==> src/rtl/object_scan_renderer_if.sv <==
// Pixel-stream, sprite-ROM and result-stream signals of the object scan renderer.
// The renderer uses the slave modport; the pixel source / ROM / compositor side uses master.
interface object_scan_renderer_if #(
    parameter int XLEN    = 10,
    parameter int YLEN    = 10,
    parameter int ADDR_W  = 18,
    parameter int COLOR_W = 12
) ();
    logic               pix_valid;
    logic [XLEN-1:0]    pix_x;
    logic [YLEN-1:0]    pix_y;
    logic               rom_en;
    logic [ADDR_W-1:0]  rom_addr;
    logic [COLOR_W-1:0] rom_data;
    logic               out_valid;
    logic               out_hit;
    logic [COLOR_W-1:0] out_color;

    modport slave (
        input  pix_valid, pix_x, pix_y, rom_data,
        output rom_en, rom_addr, out_valid, out_hit, out_color
    );

    modport master (
        output pix_valid, pix_x, pix_y, rom_data,
        input  rom_en, rom_addr, out_valid, out_hit, out_color
    );
endinterface

==> src/rtl/object_scan_renderer.sv <==
// Per-object scan renderer: box test, sprite-ROM read and colour/hit stream, latency 3.
// Optional OBJ_MIRROR_EN: descriptor MSB flips the sprite horizontally.
module object_scan_renderer #(
    parameter int DATA_LEN = 48,
    parameter int XLEN     = 10,
    parameter int YLEN     = 10,
    parameter int MAX_W    = 64,
    parameter int MAX_H    = 64,
    parameter int ADDR_W   = 18,
    parameter int COLOR_W  = 12,
    parameter logic [COLOR_W-1:0] TRANSPARENT = 12'hF0F
) (
    input  logic                clk,
    input  logic                reset,
    input  logic                frame_start,
    input  logic [DATA_LEN-1:0] obj_in,
    object_scan_renderer_if.slave bus
);
    // Descriptor layout, LSB first: x, y, width, height, type; MSB is the mirror flag.
    localparam int SZ_LEN = 8;
    localparam int X_LSB  = 0;
    localparam int Y_LSB  = X_LSB + XLEN;
    localparam int W_LSB  = Y_LSB + YLEN;
    localparam int H_LSB  = W_LSB + SZ_LEN;
    localparam int T_LSB  = H_LSB + SZ_LEN;
    localparam int T_LEN  = DATA_LEN - 1 - T_LSB;
    localparam int LOG_W  = $clog2(MAX_W);
    localparam int LOG_H  = $clog2(MAX_H);
    localparam int W_BITS = LOG_W + 1;
    localparam int H_BITS = LOG_H + 1;

    logic [XLEN-1:0]    x_q, x_d;
    logic [YLEN-1:0]    y_q, y_d;
    logic [W_BITS-1:0]  w_q, w_d;
    logic [H_BITS-1:0]  h_q, h_d;
    logic [T_LEN-1:0]   type_q, type_d;
    logic               mirror_q, mirror_d;

    logic               v1_q, v1_d;
    logic               in_box_q, in_box_d;
    logic [LOG_W-1:0]   col_q, col_d;
    logic [LOG_H-1:0]   row_q, row_d;
    logic [T_LEN-1:0]   type1_q, type1_d;

    logic               v2_q, v2_d;
    logic               rom_en_q, rom_en_d;
    logic [ADDR_W-1:0]  rom_addr_q, rom_addr_d;

    logic               out_valid_q, out_valid_d;
    logic               out_hit_q, out_hit_d;
    logic [COLOR_W-1:0] out_color_q, out_color_d;

    logic [XLEN:0]      dx_full;
    logic [YLEN:0]      dy_full;
    logic [SZ_LEN-1:0]  obj_w, obj_h;

    always_comb begin
        obj_w = obj_in[W_LSB +: SZ_LEN];
        obj_h = obj_in[H_LSB +: SZ_LEN];

        x_d      = x_q;
        y_d      = y_q;
        w_d      = w_q;
        h_d      = h_q;
        type_d   = type_q;
        mirror_d = mirror_q;
        if (frame_start) begin
            x_d    = obj_in[X_LSB +: XLEN];
            y_d    = obj_in[Y_LSB +: YLEN];
            w_d    = (obj_w > SZ_LEN'(MAX_W)) ? W_BITS'(MAX_W) : W_BITS'(obj_w);
            h_d    = (obj_h > SZ_LEN'(MAX_H)) ? H_BITS'(MAX_H) : H_BITS'(obj_h);
            type_d = obj_in[T_LSB +: T_LEN];
`ifdef OBJ_MIRROR_EN
            mirror_d = obj_in[DATA_LEN-1];
`else
            mirror_d = 1'b0;
`endif
        end

        // Subtract-then-compare so an object hanging past the screen edge never wraps.
        dx_full  = {1'b0, bus.pix_x} - {1'b0, x_q};
        dy_full  = {1'b0, bus.pix_y} - {1'b0, y_q};
        v1_d     = bus.pix_valid;
        in_box_d = bus.pix_valid
                 & (bus.pix_x >= x_q) & (dx_full < (XLEN+1)'(w_q))
                 & (bus.pix_y >= y_q) & (dy_full < (YLEN+1)'(h_q));
        row_d    = dy_full[LOG_H-1:0];
        col_d    = dx_full[LOG_W-1:0];
        if (mirror_q) begin
            col_d = LOG_W'(w_q - W_BITS'(1)) - dx_full[LOG_W-1:0];
        end
        // Type travels with the pixel so a mid-pipeline reload cannot retarget it.
        type1_d  = type_q;

        v2_d       = v1_q;
        rom_en_d   = v1_q & in_box_q;
        rom_addr_d = rom_addr_q;
        if (rom_en_d) begin
            rom_addr_d = (ADDR_W'(type1_q) << (LOG_W + LOG_H))
                       + (ADDR_W'(row_q) << LOG_W)
                       + ADDR_W'(col_q);
        end

        // rom_en_q doubles as the stage-2 hit flag; rom_data belongs to that read.
        out_valid_d = v2_q;
        out_hit_d   = rom_en_q & (bus.rom_data != TRANSPARENT);
        out_color_d = out_hit_d ? bus.rom_data : '0;
    end

`ifndef OBJ_MIRROR_EN
    logic unused_mirror_bit;
    assign unused_mirror_bit = obj_in[DATA_LEN-1];
`endif

    always_ff @(posedge clk) begin
        if (reset) begin
            x_q         <= '0;
            y_q         <= '0;
            w_q         <= '0;
            h_q         <= '0;
            type_q      <= '0;
            mirror_q    <= 1'b0;
            v1_q        <= 1'b0;
            in_box_q    <= 1'b0;
            col_q       <= '0;
            row_q       <= '0;
            type1_q     <= '0;
            v2_q        <= 1'b0;
            rom_en_q    <= 1'b0;
            rom_addr_q  <= '0;
            out_valid_q <= 1'b0;
            out_hit_q   <= 1'b0;
            out_color_q <= '0;
        end else begin
            x_q         <= x_d;
            y_q         <= y_d;
            w_q         <= w_d;
            h_q         <= h_d;
            type_q      <= type_d;
            mirror_q    <= mirror_d;
            v1_q        <= v1_d;
            in_box_q    <= in_box_d;
            col_q       <= col_d;
            row_q       <= row_d;
            type1_q     <= type1_d;
            v2_q        <= v2_d;
            rom_en_q    <= rom_en_d;
            rom_addr_q  <= rom_addr_d;
            out_valid_q <= out_valid_d;
            out_hit_q   <= out_hit_d;
            out_color_q <= out_color_d;
        end
    end

    assign bus.rom_en    = rom_en_q;
    assign bus.rom_addr  = rom_addr_q;
    assign bus.out_valid = out_valid_q;
    assign bus.out_hit   = out_hit_q;
    assign bus.out_color = out_color_q;
endmodule

==> src/flat_wrapper.sv <==
// flat-port wrapper written by rule: the top's interface ports become plain ports
module object_scan_renderer_flat 
#(
    parameter int DATA_LEN = 48,
    parameter int XLEN     = 10,
    parameter int YLEN     = 10,
    parameter int MAX_W    = 64,
    parameter int MAX_H    = 64,
    parameter int ADDR_W   = 18,
    parameter int COLOR_W  = 12,
    parameter logic [COLOR_W-1:0] TRANSPARENT = 12'hF0F
)
  (clk, reset, frame_start, obj_in, bus_pix_valid, bus_pix_x, bus_pix_y, bus_rom_data, bus_rom_en, bus_rom_addr, bus_out_valid, bus_out_hit, bus_out_color);
  object_scan_renderer_if #(.XLEN(XLEN), .YLEN(YLEN), .ADDR_W(ADDR_W), .COLOR_W(COLOR_W)) bus_i ();
  input  logic clk;
  input  logic reset;
  input  logic frame_start;
  input  logic [DATA_LEN-1:0] obj_in;
  input wire logic [$bits(bus_i.pix_valid)-1:0] bus_pix_valid;
  input wire logic [$bits(bus_i.pix_x)-1:0] bus_pix_x;
  input wire logic [$bits(bus_i.pix_y)-1:0] bus_pix_y;
  input wire logic [$bits(bus_i.rom_data)-1:0] bus_rom_data;
  output wire logic [$bits(bus_i.rom_en)-1:0] bus_rom_en;
  output wire logic [$bits(bus_i.rom_addr)-1:0] bus_rom_addr;
  output wire logic [$bits(bus_i.out_valid)-1:0] bus_out_valid;
  output wire logic [$bits(bus_i.out_hit)-1:0] bus_out_hit;
  output wire logic [$bits(bus_i.out_color)-1:0] bus_out_color;
  assign bus_i.pix_valid = bus_pix_valid;
  assign bus_i.pix_x = bus_pix_x;
  assign bus_i.pix_y = bus_pix_y;
  assign bus_i.rom_data = bus_rom_data;
  assign bus_rom_en = bus_i.rom_en;
  assign bus_rom_addr = bus_i.rom_addr;
  assign bus_out_valid = bus_i.out_valid;
  assign bus_out_hit = bus_i.out_hit;
  assign bus_out_color = bus_i.out_color;
  object_scan_renderer #(.DATA_LEN(DATA_LEN), .XLEN(XLEN), .YLEN(YLEN), .MAX_W(MAX_W), .MAX_H(MAX_H), .ADDR_W(ADDR_W), .COLOR_W(COLOR_W), .TRANSPARENT(TRANSPARENT)) u_core (.clk(clk), .reset(reset), .frame_start(frame_start), .obj_in(obj_in), .bus(bus_i));
endmodule
==> config.mk <==
export PLATFORM = sky130hd
export DESIGN_NAME = object_scan_renderer_flat
export DESIGN_NICKNAME = d
export VERILOG_FILES = /design/src/rtl/object_scan_renderer_if.sv /design/src/rtl/object_scan_renderer.sv /design/src/flat_wrapper.sv
export SDC_FILE = /design/constraint.sdc
export NUM_CORES = 1
export LEC_CHECK = 0
export ABC_AREA = 1
export CAP_MARGIN = 20
export CORE_AREA = 2 2 99 101
export CTS_CLUSTER_DIAMETER = 50
export CTS_CLUSTER_SIZE = 10
export DETAILED_ROUTE_END_ITERATION = 7
export DIE_AREA = 0 0 101 103
export PLACE_DENSITY = 0.8
export REMOVE_ABC_BUFFERS = 1
export SETUP_SLACK_MARGIN = 0.15
export SYNTH_ARGS = -nofsm -noshare
export SYNTH_HDL_FRONTEND = slang
export SYNTH_SLANG_ARGS = --single-unit
==> constraint.sdc <==
create_clock -name clk -period 6 [get_ports clk]
set_input_delay 0.9 -clock clk [delete_from_list [all_inputs] [get_ports clk]]
set_output_delay 0.9 -clock clk [all_outputs]
set_load 0.02 [all_outputs]
==> qor.txt, run 1 <==
outcome = complete, no violations
CTS Hold Bufs = 0
clock network power share = 0.304
vias in the first global route = 3877
reg2reg end = u_core.in_box_q
leakage = 2.68 nW
CTS Buf Count = 9
Routed WL = 9940 um
max-cap violations = 0
global-route wire length before repair = 16600 um
post-synth top area share = 0.415
Crit path top cell by count = nand2_1
Power, Total = 0.00140 W
Peak VDD IR = 0.126 mV
capture point of the worst path = u_core.in_box_q
CP top delay family = adder cells
FMAX = 311 MHz
Yosys reg bits = 94
final critical-path share of the clock period = 0.537
clk_lat worst skew = 360 ps
Sw Pwr = 0.000409 W
post-synthesis sequential area ratio = 0.415
Yosys cell types = 30
flop-to-flop setup slack = 3510 ps
Routed wire per std cell = 11.6 um
worst slew pin tran = 823 ps
largest net degree at the start of global routing = 36
ys async rst share = 0
CTS tree = yes
internal cell power = 0.000992 W
critical path class = input port to flop
dominant cells by area after synthesis = dfxtp_1 (41%), ha_1 (8.8%), inv_1 (8.8%)
routed vias = 4116
clk root buf = clkbuf_8
initial DRC count = 97
Slew HR = 0.449
CTS max path bufs = 2
core area = 0.00946 mm^2
Sinks on Clock Net = 94
Logic pwr share = 0.222
Hold Fails Final Rpt = 0
CP max stage cell = clkdlybuf4s50_1
RSZ-0062 raised after global routing = false
post-synthesis cell area = 0.00454 mm^2
Mean Syn Cell Area = 7.19 um^2
CTS HTree Levels = 3
layout cell share with drive strength beyond 1 = 0.0486
Area Overhead vs Synth = 30.5%
die width = 101 um
total iterations of the first detailed-routing run = 4
CP Buf/Inv Count = 3
# resized after CTS = 0
R2R depth = 15
grt ovf = 0
peak fanout along the critical path = 2
antenna cells = 0
sequential share of power = 0.473
Total GRT Usage = 0.200
CP Launch Type = input port
CP peak stage delay = 460 ps
Levels on crit path = 17
Die Y = 103 um
Crit. End Element = flop
Remaining DRCs = 0
fill count = 863
clock skew = 5.86 ps
Starting Density = 0.480
vias per cell = 4.82
Port Buffers = 110
gpl congestion = 0.816
Yosys top cell by area = dfxtp_1
Worst EP required = 6300 ps
Die ar. = 0.0104 mm^2
net switching fraction of the power = 0.292
initial antenna violation count = 0
Final setup viols = 0
Std-Cell Rows = 36
crit path launch = bus_pix_x[0]
Yosys warnings = 0
PD cells = 236 mW/mm^2
r2r startpoint = u_core.x_q[0]
final hold slack = 416 ps
Hold Path Class = flop to flop
crit-path cells = clkdlybuf4s50_1, inv_1, ha_1, fa_1, inv_1, nand2_1, nand2_1, nand2_1, xnor2_1, ha_1, a21oi_1, nand2_1, a21oi_1, nor2_1, nor2_2, nand3_1, nor2_1
CTS clock-pin slew for the worst setup and hold paths = 100 ps
detailed placement HPWL = 7750 um
Routed Antenna Nets = 0
Top FF cell, synth = dfxtp_1
Worst EP arrival = 3520 ps
Final #Nets = 853
min Tclk post-route = 3220 ps
Mapped Cells = 631
setup total negative slack = 0 ps
IO Pins = 117
fin util = 0.626
postcts setup bufs = 0
pins over their slew limit = 0
EDFF count, synth = 0
-- cell families after synthesis --
kind of cell	Yosys count	share of synthesized area
compound gates	114	0.130
flops	94	0.415
buf+inv	131	0.109
xor+xnor	8	0.0154
simple gates	250	0.233
fa+ha+maj	34	0.0970
-- worst register-to-register path: stages (launching register included) --
cell	delay, ps
dfxtp_1	320
ha_1	200
fa_1	360
inv_1	70
nand2_1	70
nand2_1	100
nand2_1	90
xnor2_1	240
ha_1	300
a21oi_1	150
nand2_1	80
a21oi_1	120
nor2_1	60
nor2_2	100
nand3_1	80
nor2_1	90
-- layout by cell type (no fill, tap or decap), types with 3 or more instances in the layout --
master | Yosys | layout
nand3_2 | 5 | 5
nand3_1 | 23 | 23
o21ai_0 | 57 | 57
nand2_2 | 3 | 3
nand4_1 | 3 | 3
xor2_1 | 4 | 4
clkbuf_8 | 0 | 9
dfxtp_1 | 94 | 94
inv_2 | 4 | 4
ha_1 | 32 | 32
nor2_1 | 100 | 100
a21oi_2 | 3 | 3
a21oi_1 | 50 | 50
nor3_1 | 4 | 4
buf_4 | 0 | 3
clkdlybuf4s50_1 | 0 | 110
xnor2_1 | 4 | 4
nor4_1 | 5 | 5
inv_1 | 106 | 106
nand2_1 | 101 | 101
-- per-layer routing --
metal  vias to the layer above  routed length [um]  global-route usage  part of all wire
met5                         -                   0                   0                 0
met4                         0                 150              0.0852             0.015
met3                        11                 415              0.0332             0.042
met2                        92                4890               0.365              0.49
met1                      1828                4480               0.232              0.45
li1                       2185                   -                   -                 -
-- flip-flops by register name (all words and copies together), names as in the netlist, 6 cells and up --
signal and flops:
u_core.h_q 7, u_core.w_q 7, u_core.bus.rom_addr 18, u_core.x_q 10, u_core.type1_q 6, u_core.col_q 6
u_core.row_q 6, u_core.bus.out_color 12, u_core.y_q 10, u_core.type1_d 6
-- synthesized netlist by cell type, types with 5 or more instances --
library cell / number
dfxtp_1: 94
nand2_1: 101
ha_1: 32
clkbuf_1: 14
nor2_1: 100
inv_1: 106
nor4_1: 5
o21ai_0: 57
nand3_1: 23
nand3_2: 5
a21oi_1: 50
-- cell type report --
class                      instances  area, um^2  area share
timing repair buffer             113        1120       0.190
multi-input combinational        406        2160       0.365
sequential                        94        1880       0.318
tap                              114         143      0.0241
clock buffer                      10         128      0.0216
inverter                         111         417      0.0704
clock inverter                     6        70.1      0.0118
-- worst min-delay path by stage --
| stage | from | to | slack [ps] | cells past startpoint |
|---|---|---|---|---|
| 2_1_floorplan | u_core.out_valid_d | u_core.bus.out_valid | 390 | 2 |
| 3_3_place_gp | u_core.out_valid_d | u_core.bus.out_valid | 400 | 2 |
| 3_5_place_dp | u_core.out_valid_d | u_core.bus.out_valid | 400 | 2 |
| 4_1_cts | u_core.out_valid_d | u_core.bus.out_valid | 410 | 2 |
| 5_1_grt | u_core.type1_d[2] | u_core.type1_q[2] | 470 | 2 |
| 6_report | u_core.out_valid_d | u_core.bus.out_valid | 420 | 2 |
-- stage by stage --
| stage | area (um^2) | worst slack [ps] | cells |
|---|---|---|---|
| global placement | 5720 | 2410 | 838 |
| global route | 5920 | 2450 | 854 |
| CTS | 5920 | 2770 | 854 |
| finish | 5920 | 2780 | 854 |
| floorplan | 4460 | 3160 | 611 |
| detailed placement | 5720 | 2390 | 838 |
-- power groups by stage --
| stage | clock, W | combinational (W) | sequential, W |
|---|---|---|---|
| final | 0.000426 | 0.000311 | 0.000663 |
| after global routing | 0.000467 | 0.000360 | 0.000666 |
| after CTS | 0.000442 | 0.000314 | 0.000663 |
| after detailed placement | 0 | 0.000312 | 0.000678 |
| after global placement | 0 | 0.000305 | 0.000677 |
| after floorplan | 0 | 0.000202 | 0.000675 |
No activity file was read; power rests on OpenSTA's default activity.
==> inputs of run 2 (changes only) <==
--- a/config.mk
+++ b/config.mk
@@ -7,12 +7,12 @@
 export LEC_CHECK = 0
 export ABC_AREA = 1
 export CAP_MARGIN = 20
-export CORE_AREA = 2 2 99 101
+export CORE_AREA = 2 2 105 107
 export CTS_CLUSTER_DIAMETER = 50
 export CTS_CLUSTER_SIZE = 10
 export DETAILED_ROUTE_END_ITERATION = 7
-export DIE_AREA = 0 0 101 103
-export PLACE_DENSITY = 0.8
+export DIE_AREA = 0 0 107 109
+export PLACE_DENSITY = 0.75
 export REMOVE_ABC_BUFFERS = 1
 export SETUP_SLACK_MARGIN = 0.15
 export SYNTH_ARGS = -nofsm -noshare
==> constraint.sdc (replaced) <==
create_clock -name clk -period 2.7 [get_ports clk]
set_input_delay 0.405 -clock clk [delete_from_list [all_inputs] [get_ports clk]]
set_output_delay 0.405 -clock clk [all_outputs]
set_load 0.02 [all_outputs]
==> run 2 against run 1 <==
Net effect:
- non-clock buffer count grew 19
- critical path depth shrank 1
- setup slack lost 2500 ps
- clock-buffer cell count shrank 1
- first-iteration DRC count grew 53%
- power grew 130%
- clock power grew 130%
- critical endpoint unchanged
- largest cell class unchanged
==> qor.txt, run 2 (synthesis results as in run 1) <==
PD cells = 520 mW/mm^2
Sinks on Clock Net = 94
gpl congestion = 0.969
clk_lat worst skew = 360 ps
worst slew pin tran = 578 ps
CP max stage cell = clkdlybuf4s50_1
CTS HTree Levels = 3
CTS max path bufs = 2
clock skew = 8.09 ps
total iterations of the first detailed-routing run = 4
CTS clock-pin slew for the worst setup and hold paths = 100 ps
vias in the first global route = 4005
Remaining DRCs = 0
Hold Path Class = flop to flop
core area = 0.0106 mm^2
routed vias = 4180
net switching fraction of the power = 0.297
initial antenna violation count = 0
Routed Antenna Nets = 0
Std-Cell Rows = 38
CTS tree = yes
peak fanout along the critical path = 2
crit-path cells = clkdlybuf4s50_1, inv_1, ha_2, fa_2, inv_2, nand2_2, nand2_2, nand2_1, buf_4, xnor2_2, ha_1, nand3_1, nand2_1, o21ai_1, a21boi_0, nor2_1
global-route wire length before repair = 17000 um
Placed Area = 0.00590 mm^2
Total GRT Usage = 0.178
Setup Slack @ Placement = -319 ps
die width = 107 um
Routed WL = 10200 um
Area Overhead vs Synth = 36.4%
Starting Density = 0.428
CP peak stage delay = 460 ps
CTS Buf Count = 9
most common cell after layout, fill and taps aside = clkdlybuf4s50_1
Hold Fails Final Rpt = 0
leakage = 2.79 nW
grt ovf = 0
FMAX = 414 MHz
Logic pwr share = 0.239
layout cell share with drive strength beyond 1 = 0.100
Final #Nets = 872
leading cell types in the layout, fill and taps excluded = clkdlybuf4s50_1 (108), inv_1 (104), nor2_1 (100)
final critical-path share of the clock period = 0.894
Finished Layout Cells = 899
Port Buffers = 110
CP Launch Type = input port
min Tclk post-route = 2410 ps
pins over their slew limit = 0
Crit. End Element = flop
Worst EP arrival = 2680 ps
clock network power share = 0.302
Die ar. = 0.0117 mm^2
detailed placement HPWL = 7830 um
Design Area, Final = 0.00619 mm^2
dpl cells = 882
largest net degree at the start of global routing = 34
Peak VDD IR = 0.263 mV
RSZ-0062 raised after global routing = true
internal cell power = 0.00226 W
Routed wire per std cell = 11.3 um
Sw Pwr = 0.000956 W
max-cap violations = 0
final worst slack = 286 ps
max FFs per register = 18
IO Pins = 117
clk root buf = clkbuf_8
Final setup viols = 0
Slew HR = 0.614
antenna cells = 0
vias per cell = 4.65
outcome = complete, no violations
initial DRC count = 148
Die Y = 109 um
final hold slack = 411 ps
sequential share of power = 0.458
Worst EP required = 2970 ps
critical path class = input port to flop
==> run 2: cell count changes in the layout (fill, tap and decap cells not counted), moves of 3 or more <==
| cell | previous run | this run |
|---|---|---|
| nand2_1 | 101 | 96 |
| ha_1 | 32 | 28 |
| buf_4 | 3 | 21 |
| nand2_2 | 3 | 8 |
| ha_2 | 0 | 3 |
| a21oi_1 | 50 | 47 |
| a21oi_2 | 3 | 6 |
==> run 2: power by group through the flow <==
| stage | registers [W] | clock network, W | logic [W] |
|---|---|---|---|
| floorplan | 0.00150 | 0 | 0.000449 |
| global placement | 0.00150 | 0 | 0.000711 |
| detailed placement | 0.00151 | 0 | 0.000728 |
| CTS | 0.00147 | 0.00101 | 0.000745 |
| global route | 0.00148 | 0.00107 | 0.000879 |
| finish | 0.00147 | 0.000973 | 0.000769 |
==> run 2: critical path: cells and delay by family <==
kind / cells / cell delay, ps
AND/OR/NAND/NOR: 6 / 370
buffers and inverters: 4 / 720
AO/OA/AOI/OAI: 2 / 230
XOR/XNOR: 1 / 130
adder cells (fa/ha/maj): 3 / 820
==> run 2: final cells by class <==
| cell class | instances | area (um^2) |
|---|---|---|
| Sequential cell | 94 | 1880 |
| Fill cell | 973 | 4410 |
| Tap cell | 140 | 175 |
| Inverter | 111 | 417 |
| Multi-Input combinational cell | 406 | 2230 |
| Clock buffer | 9 | 124 |
| Timing Repair Buffer | 132 | 1280 |
| Clock inverter | 7 | 81.3 |
==> run 2: repair_timing <==
item,CTS,global route
pin swaps,0,11
setup endpoints to repair,1,1
buffers inserted,0,1
hold buffers,0,0
endpoints found under the hold margin,0,0
resized for setup,7,18
==> run 2: path summary, 6_finish.rpt <==
| kind | from | to | slack (ps) | cells after the start |
|---|---|---|---|---|
| min reg2reg | u_core.out_valid_d | u_core.bus.out_valid | 410 | 2 |
| max | bus_pix_y[0] | u_core.in_box_q | 290 | 16 |
| max reg2reg | u_core.x_q[0] | u_core.in_box_q | 330 | 17 |
| min | u_core.out_valid_d | u_core.bus.out_valid | 410 | 2 |
==> run 2: through the flow <==
stage	total power, W	TNS (ps)	util
3_5_place_dp	0.00223	-319	0.557
6_report	0.00322	0	0.584
3_3_place_gp	0.00221	-219	0.557
2_1_floorplan	0.00195	0	-
4_1_cts	0.00323	0	0.578
5_1_grt	0.00343	0	0.584
==> run 2: layer usage <==
layer	wire (um)	GRT usage	up-vias
li1	-	-	2221
met4	257	0.0705	0
met5	0	0	-
met1	4580	0.206	1817
met3	564	0.0389	22
met2	4750	0.322	120
==> inputs of run 3 (changes only) <==
--- a/config.mk
+++ b/config.mk
@@ -12,6 +12,7 @@
 export CTS_CLUSTER_SIZE = 10
 export DETAILED_ROUTE_END_ITERATION = 7
 export DIE_AREA = 0 0 107 109
+export GPL_TIMING_DRIVEN = 0
 export PLACE_DENSITY = 0.75
 export REMOVE_ABC_BUFFERS = 1
 export SETUP_SLACK_MARGIN = 0.15
==> run 3 against run 2 <==
Net effect:
- die area did not move
- non-clock buffer count down 12
- sequential power is essentially flat
- clock-buffer cell count up 3
- register-to-register slack improved by 40 ps
- fmax grew 2.0%
- final area shrank 2.0%
- highest routed layer unchanged
==> qor.txt, run 3 (synthesis results as in run 1) <==
final worst slack = 333 ps
worst slew pin tran = 1020 ps
Hold Path Origin = u_core.out_valid_d
Crit. End Element = flop
grt met3 use = 0.0478
r2r startpoint = u_core.x_q[0]
CTS HTree Levels = 3
Std-Cell Rows = 38
die width = 107 um
Die Y = 109 um
leakage = 2.72 nW
clock skew = 11.8 ps
grt ovf = 0
total iterations of the first detailed-routing run = 4
core area = 0.0106 mm^2
detailed placement HPWL = 7770 um
Slew HR = 0.322
CP Launch Type = input port
area occupied by registers = 0.00188 mm^2
Placed Area = 0.00576 mm^2
CTS Buf Count = 9
Worst EP arrival = 2680 ps
most common cell after layout, fill and taps aside = clkdlybuf4s50_1
FMAX = 423 MHz
Design Area, Final = 0.00607 mm^2
pins over their slew limit = 0
GR Util met2 = 0.319
vias per cell = 4.62
min Tclk post-route = 2370 ps
flop-to-flop setup slack = 370 ps
area occupied by multi-input gates = 0.00221 mm^2
Sinks on Clock Net = 94
final critical-path share of the clock period = 0.877
Final setup viols = 0
Hold Path Class = flop to flop
CTS clock-pin slew for the worst setup and hold paths = 100 ps
Routed wire per std cell = 11.4 um
Hold Fails Final Rpt = 0
antenna cells = 0
CTS Hold Bufs = 0
Setup Slack @ Placement = -656 ps
initial antenna violation count = 0
PD cells = 505 mW/mm^2
gpl congestion = 0.805
routed vias = 4100
Area Overhead vs Synth = 33.7%
Port Buffers = 110
global-route wire length before repair = 16900 um
gr busiest metal = met2
Routed WL = 10100 um
setup total negative slack = 0 ps
Routed Antenna Nets = 0
IO Pins = 117
max FFs per register = 18
Hold Crit Depth = 2
Die ar. = 0.0117 mm^2
Peak VDD IR = 0.200 mV
Remaining DRCs = 0
hold path endpoint = u_core.bus.out_valid
largest net degree at the start of global routing = 57
Starting Density = 0.428
reg2reg end = u_core.in_box_q
CTS max path bufs = 2
Total GRT Usage = 0.179
Worst EP required = 3010 ps
initial DRC count = 119
Power, Total = 0.00307 W
fill count = 1000
clk_lat worst skew = 370 ps
layout cell share with drive strength beyond 1 = 0.0843
RSZ-0062 raised after global routing = false
Final #Nets = 860
leading cell types in the layout, fill and taps excluded = clkdlybuf4s50_1 (107), inv_1 (103), nor2_1 (98)
vias in the first global route = 3862
CTS tree = yes
peak fanout along the critical path = 2
grt met1 use = 0.217
max-cap violations = 0
clk root buf = clkbuf_8
critical path class = input port to flop
outcome = complete, no violations
R2R depth = 17
==> run 3: cell count changes in the layout (fill, tap and decap cells not counted), moves of 2 or more <==
| cell | change |
|---|---|
| buf_4 | -12 |
| clkbuf_1 | +2 |
| nor2_2 | +2 |
| inv_8 | -2 |
| nor2_1 | -2 |
| clkinv_4 | +2 |
==> run 3: worst max path at each step <==
stage | startpoint | end | slack (ps) | depth (start not counted)
2_1_floorplan | bus_pix_y[0] | u_core.in_box_q | 350 | 17
3_3_place_gp | reset | u_core.bus.out_color[10] | -1360 | 4
3_5_place_dp | reset | u_core.bus.out_color[5] | -660 | 5
4_1_cts | bus_pix_y[0] | u_core.in_box_q | 150 | 18
5_1_grt | bus_pix_x[1] | u_core.in_box_q | 180 | 18
6_report | bus_pix_x[1] | u_core.in_box_q | 330 | 18
==> run 3: worst max-delay path: stages <==
cell,delay (ps)
clkdlybuf4s50_1,490
inv_1,60
fa_2,330
inv_2,70
nand2_2,60
nand2_2,70
nand2_2,70
nor2_1,90
nor2_1,50
xnor2_1,150
ha_1,200
nor2_1,100
nand2_1,80
a21oi_2,120
nand3_2,70
nor2_2,120
nand3_2,70
nor2_1,80
==> run 3: per-stage QoR <==
stage	cells	hold slack, ps	utilization
floorplan	611	388	-
global placement	861	399	0.541
detailed placement	862	400	0.543
CTS	882	413	0.566
global route	887	455	0.572
finish	887	413	0.572
==> run 3: repair_timing <==
item,CTS,global route
setup endpoints to repair,52,1
pin swaps,10,19
setup buffers,4,5
resized for setup,13,11
==> run 3: power by group <==
| group | switching, W | internal (W) | total [W] |
|---|---|---|---|
| sequential | 0.0000197 | 0.00145 | 0.00147 |
| clock | 0.000492 | 0.000364 | 0.000856 |
| combinational | 0.000397 | 0.000339 | 0.000736 |
==> run 3: final cells by class <==
cell class              instances  share of cell area
multi-input cells             406               0.365
clock inverters                 4             0.00536
well taps                     140              0.0289
flip-flops and latches         94               0.310
clock buffers                  12              0.0239
repair buffers                120               0.198
inverters                     111              0.0689
==> run 3: routing by layer <==
layer,wire [um],vias to the layer above
met2,4830,92
li1,-,2194
met4,147,0
met3,479,13
met1,4650,1801
met5,0,-
